## src/rtl/bus_datapath_pkg.sv

```systemverilog
// Shared types and constants for the register-transfer datapath.
// Holds bus width, memory FSM states and rd_wr encoding.
package bus_datapath_pkg;

  localparam int DP_WIDTH = 16;

  localparam logic RW_READ  = 1'b1;
  localparam logic RW_WRITE = 1'b0;

  typedef enum logic [1:0] {
    IDLE = 2'd0,
    REQ  = 2'd1,
    WAIT = 2'd2,
    DONE = 2'd3
  } mem_state_t;

endpackage

```

## src/rtl/mem_handshake.sv

```systemverilog
// Memory-access handshake: start edge detect, IDLE/REQ/WAIT/DONE FSM, timeout.
// In: mem_active, rd_wr, mar, mdr, mem_ack. Out: mem_* and rdata capture strobe.
module mem_handshake
  import bus_datapath_pkg::*;
#(
  parameter int WIDTH   = DP_WIDTH,
  parameter int TIMEOUT = 15
) (
  input  logic             clk,
  input  logic             rst,
  input  logic             mem_active,
  input  logic             rd_wr,
  input  logic [WIDTH-1:0] mar,
  input  logic [WIDTH-1:0] mdr,
  input  logic             mem_ack,
  output logic             mem_req,
  output logic             mem_we,
  output logic [WIDTH-1:0] mem_addr,
  output logic [WIDTH-1:0] mem_wdata,
  output logic             mem_busy,
  output logic             mem_done,
  output logic             mem_err,
  output logic             capture
);

  localparam int CW = $clog2(TIMEOUT + 1);

  mem_state_t      state, nxt;
  logic [CW-1:0]   cnt, cnt_nxt;
  logic            act_q;
  logic            rd_q;
  logic            err_q;
  logic            start;
  logic            timeout;

  // Only a fresh rising edge while idle starts an access.
  assign start = mem_active & ~act_q & (state == IDLE);

  always_comb begin
    nxt     = state;
    cnt_nxt = cnt;
    timeout = 1'b0;
    capture = 1'b0;
    unique case (state)
      IDLE: if (start) nxt = REQ;
      REQ: begin
        nxt     = WAIT;
        cnt_nxt = '0;
      end
      WAIT: begin
        if (mem_ack) begin
          nxt     = DONE;
          capture = rd_q;
        end else if (cnt == CW'(TIMEOUT - 1)) begin
          nxt     = IDLE;
          timeout = 1'b1;
        end else begin
          cnt_nxt = cnt + 1'b1;
        end
      end
      DONE: nxt = IDLE;
      default: nxt = IDLE;
    endcase
  end

  always_ff @(posedge clk or posedge rst) begin
    if (rst) begin
      state     <= IDLE;
      cnt       <= '0;
      act_q     <= 1'b0;
      rd_q      <= 1'b0;
      err_q     <= 1'b0;
      mem_addr  <= '0;
      mem_wdata <= '0;
    end else begin
      state <= nxt;
      cnt   <= cnt_nxt;
      act_q <= mem_active;
      err_q <= timeout;
      if (start) begin
        mem_addr  <= mar;
        mem_wdata <= mdr;
        rd_q      <= (rd_wr == RW_READ);
      end
    end
  end

  assign mem_req  = (state == REQ) | (state == WAIT);
  assign mem_we   = mem_req & ~rd_q;
  assign mem_busy = (state != IDLE);
  assign mem_done = (state == DONE);
  assign mem_err  = err_q;

endmodule

```

## src/rtl/bus_datapath.sv

```systemverilog
// Shared-bus datapath: PC, MAR, MDR, IR, SP, Y registers and bus mux.
// Transfer strobes pick the bus source, load strobes capture it; memory via mem_handshake.
module bus_datapath
  import bus_datapath_pkg::*;
#(
  parameter int               WIDTH    = DP_WIDTH,
  parameter logic [WIDTH-1:0] RESET_PC = '0,
  parameter logic [WIDTH-1:0] SP_INIT  = '1,
  parameter int               TIMEOUT  = 15
) (
  input  logic             clk,
  input  logic             rst,
  input  logic             y,
  input  logic             t_pc,
  input  logic             t_mar,
  input  logic             t_mdr,
  input  logic             t_ir,
  input  logic             t_sp,
  input  logic             l_y,
  input  logic             l_pc,
  input  logic             l_mar,
  input  logic             l_mdr,
  input  logic             l_ir,
  input  logic             l_sp,
  input  logic             mem_active,
  input  logic             rd_wr,
  output logic [WIDTH-1:0] IR,
  output logic [WIDTH-1:0] bus,
  output logic             bus_err,
  output logic             mem_req,
  output logic             mem_we,
  output logic [WIDTH-1:0] mem_addr,
  output logic [WIDTH-1:0] mem_wdata,
  input  logic [WIDTH-1:0] mem_rdata,
  input  logic             mem_ack,
  output logic             mem_busy,
  output logic             mem_done,
  output logic             mem_err
);

  logic [WIDTH-1:0] pc_q, mar_q, mdr_q, ir_q, sp_q, y_q;
  logic [5:0]       sel;
  logic             multi;
  logic             ld_ok;
  logic             cap;
  logic             err_q;

  assign sel   = {y, t_pc, t_mar, t_mdr, t_ir, t_sp};
  assign multi = $countones(sel) > 1;
  assign ld_ok = ~multi;

  // Conflicting sources fall to default and read as zero.
  always_comb begin
    bus = '0;
    case (sel)
      6'b100000: bus = y_q;
      6'b010000: bus = pc_q;
      6'b001000: bus = mar_q;
      6'b000100: bus = mdr_q;
      6'b000010: bus = {{(WIDTH-12){1'b0}}, ir_q[11:0]};
      6'b000001: bus = sp_q;
      default:   bus = '0;
    endcase
  end

  always_ff @(posedge clk or posedge rst) begin
    if (rst) begin
      pc_q  <= RESET_PC;
      sp_q  <= SP_INIT;
      mar_q <= '0;
      mdr_q <= '0;
      ir_q  <= '0;
      y_q   <= '0;
      err_q <= 1'b0;
    end else begin
      err_q <= multi;
      if (l_pc  & ld_ok) pc_q  <= bus;
      if (l_sp  & ld_ok) sp_q  <= bus;
      if (l_mar & ld_ok) mar_q <= bus;
      if (l_ir  & ld_ok) ir_q  <= bus;
      if (l_y   & ld_ok) y_q   <= bus;
      // Read data from memory takes priority over a bus load.
      if (cap)                mdr_q <= mem_rdata;
      else if (l_mdr & ld_ok) mdr_q <= bus;
    end
  end

  assign IR      = ir_q;
  assign bus_err = err_q;

  mem_handshake #(
    .WIDTH   (WIDTH),
    .TIMEOUT (TIMEOUT)
  ) u_mem (
    .clk        (clk),
    .rst        (rst),
    .mem_active (mem_active),
    .rd_wr      (rd_wr),
    .mar        (mar_q),
    .mdr        (mdr_q),
    .mem_ack    (mem_ack),
    .mem_req    (mem_req),
    .mem_we     (mem_we),
    .mem_addr   (mem_addr),
    .mem_wdata  (mem_wdata),
    .mem_busy   (mem_busy),
    .mem_done   (mem_done),
    .mem_err    (mem_err),
    .capture    (cap)
  );

endmodule

```

## config.mk

```make
export PLATFORM = sky130hd
export DESIGN_NAME = bus_datapath
export DESIGN_NICKNAME = d
export VERILOG_FILES = /design/src/rtl/bus_datapath_pkg.sv /design/src/rtl/mem_handshake.sv /design/src/rtl/bus_datapath.sv
export SDC_FILE = /design/constraint.sdc
export NUM_CORES = 1
export LEC_CHECK = 0
export BUFFER_PORTS_ARGS = -buffer_cell sky130_fd_sc_hd__buf_2
export CAP_MARGIN = 5
export CORE_MARGIN = 4
export CORE_UTILIZATION = 40
export DETAILED_ROUTE_END_ITERATION = 10
export PLACE_DENSITY_LB_ADDON = 0.12
export SLEW_MARGIN = 40
export SYNTH_ARGS = -nofsm -noshare
export SYNTH_HDL_FRONTEND = slang
export SYNTH_SLANG_ARGS = --single-unit
```

## constraint.sdc

```tcl
create_clock -name clk -period 5.7 [get_ports clk]
set_input_delay 0 -clock clk [delete_from_list [all_inputs] [get_ports clk]]
set_output_delay 0 -clock clk [all_outputs]
set_load 0.01 [all_outputs]
```

==> impl_metrics.toml <==
[synthesis]
synthFlopType = "dfrtp_1"
synth_area_mm2 = 0.00671
synth_area_leaders = "dfrtp_1, a21oi_1, dfstp_2"
post-synth-top-area-cell = "dfrtp_1"
yosys_register_bits = 138
syn-num-nets = 686
avgSynthCellArea_um2 = 10.5
synthesis.instances = 641
synth_top_cell_area_share = 0.455
synth-edff-count = 0
ys_top_cells_by_count = "dfrtp_1, nor2_1, a21oi_1, inv_1, clkbuf_1"
yosysMostFrequentCell = "dfrtp_1"
ys_warn_count = 0
ys_async_sr_fraction = 1.00
yosysSeqAreaShare = 0.518
synthDistinctLibCells = 47

[clock_tree]
cts_root_buffer = "clkbuf_16"
htreeDepth = 4
clk_latency_ps = 430
numCtsBuffers = 17
cts_sinks = 138
post_cts_resized = 0
cts_tree = "done"
clk_path_buf_depth = 2
clk_pin_slew_ps = 60

[global_routing]
gr-total-overflow = 0
grt_max_degree = 74
grt_util_all_layers = 0.190
grt_pass1_vias = 4897
antenna_found_initial = 0
grt_pass1_wl_um = 27300

[sta]
fin_ws_ps = 2830
fin_worst_skew_ps = 5.81
period_minus_slack_ps = 2870
timing.final.hold_violations = 0
rsz0062_at_grt = "false"
drv_slew = 0
relSlewSlack = 0.444
finalSetupViolations = 0
tightest_slew_ps = 834
fmax_ghz = 0.349
setup_tns_ps = 0
period_share = 0.503

[pwr]
design_power_total_mw = 4.29
vdd_drop_max_mv = 0.233
p_leak_nw = 3.66
powerDensity_mw_per_mm2 = 526

[routing]
routedWlPerCell_um = 18.0
drt_pre_antenna_iters = 5
drt-total-wl_um = 17500
ant_nets = 0
drc = 0
avgViaCountPerCell = 5.27
vias = 5104
drt-initial-drc-count = 304

[critical_path]
cp-start-kind = "input port"
path_class = "input port to flip-flop"
required_ps = 5990
crit_path_max_fanout = 14
arrival_ps = 3160
end_kind = "flip-flop"

[flow_run]
maxCapViolations = 0

[layout]
design_area_mm2 = 0.00816
num_antenna_cells = 0
syn_to_final_growth_pct = 21.6
final_layout_size_suffix_gt1_frac = 0.290
layout.nets = 781

[floorplan]
die_h_um = 138
rows = 47
die_w_um = 138
initial_utilization = 0.406
boundaryPins = 103
core_area_mm2 = 0.0165
dieArea_mm2 = 0.0189

[placed_design]
portBuffers = 102
dp_hpwl_um = 12200
place_congestion = 0.828
placed_area_mm2 = 0.00730
pre_cts_slack_ps = 2440

[outcome]
run_status = "complete, no violations"

[min_path]
hold_class = "input port to flip-flop"
## through the flow
stage | std cells | hold slack, ps | util
6_report | 969 | 145 | 0.494
5_1_grt | 969 | 160 | 0.494
4_1_cts | 969 | 117 | 0.493
3_5_place_dp | 917 | 131 | 0.442
3_3_place_gp | 917 | 119 | 0.441
2_1_floorplan | 641 | 31.4 | -
## final timing paths
path / end / from / slack [ps] / cells past startpoint
max in group asynchronous: u_mem.mem_wdata[5] / rst / 4440 / 4
min in group asynchronous: IR[12] / rst / 190 / 3
min reg2reg: u_mem.mem_wdata[1] / u_mem.mem_wdata[1] / 470 / 2
max: mdr_q[5] / t_mdr / 2830 / 10
min: mdr_q[15] / l_mdr / 150 / 4
max reg2reg: mdr_q[10] / u_mem.state[0] / 3170 / 6
## critical path: stages
cell,delay [ps]
buf_2,260
fa_1,460
inv_1,70
fa_1,410
nor2b_1,150
fa_1,440
nor2_1,440
nand3_1,580
nor2_1,240
a21oi_1,100
## power by group
group	total [mW]	leakage, nW	internal, mW	switching, mW
registers	1.85	1.64	1.50	0.343
logic	1.24	1.71	0.539	0.701
clock network	1.20	0.310	0.786	0.415
total	4.29	3.66	2.83	1.46
## per-layer routing
layer | track usage | vias to the layer above | wire length [um]
met5 | 0 | - | 0
met2 | 0.275 | 121 | 7680
met4 | 0.0538 | 0 | 211
li1 | - | 2443 | -
met1 | 0.284 | 2524 | 8600
met3 | 0.0435 | 16 | 951
## placed cells by master (no fill, tap or decap), drive strengths merged, types with 6 or more instances in the layout
master / instances
dfrtp: 122
nor2: 105
buf: 104
a21oi: 93
inv: 37
nand3b: 22
mux2: 22
nand2: 20
dlygate4sd3: 20
clkbuf: 20
o21ai: 18
dfstp: 16
a31oi: 16
o22ai: 13
a22oi: 13
a211oi: 11
a22o: 9
ha: 9
nor3: 9
a32o: 8
a2111oi: 7
nand3: 7
nor2b: 6
## flip-flops by register name, summed over array words and instances (netlist names)
register,cells
IR,16
bus_err,1
mar_q,16
mdr_q,16
pc_q,16
sp_q,16
u_mem.act_q,1
u_mem.cnt,4
u_mem.mem_addr,16
u_mem.mem_err,1
u_mem.mem_wdata,16
u_mem.rd_q,1
u_mem.state,2
y_q,16
## logic make-up (layout without fill, tap and decap cells)
| group | after synthesis | after routing | share of synthesized area |
|---|---|---|---|
| compound gates | 192 | 192 | 0.213 |
| simple gates | 190 | 190 | 0.150 |
| flops | 138 | 138 | 0.518 |
| buf+inv | 85 | 193 | 0.0541 |
| mux | 22 | 22 | 0.0369 |
| fa+ha+maj | 12 | 12 | 0.0257 |
| xor+xnor | 2 | 2 | 0.00261 |
## what timing repair did
item,in CTS,in global routing
hold buffers,20,0
hold endpoints to repair,76,0
buffers inserted,0,0
## area by class of cell
type	instances	area, um2
Clock buffer	20	447
Clock inverter	12	198
Fill cell	1544	8370
Inverter	37	144
Multi-Input combinational cell	418	2890
Sequential cell	138	3470
Tap cell	220	275
Timing Repair Buffer	124	729
Power figures use the tool's default switching activity.
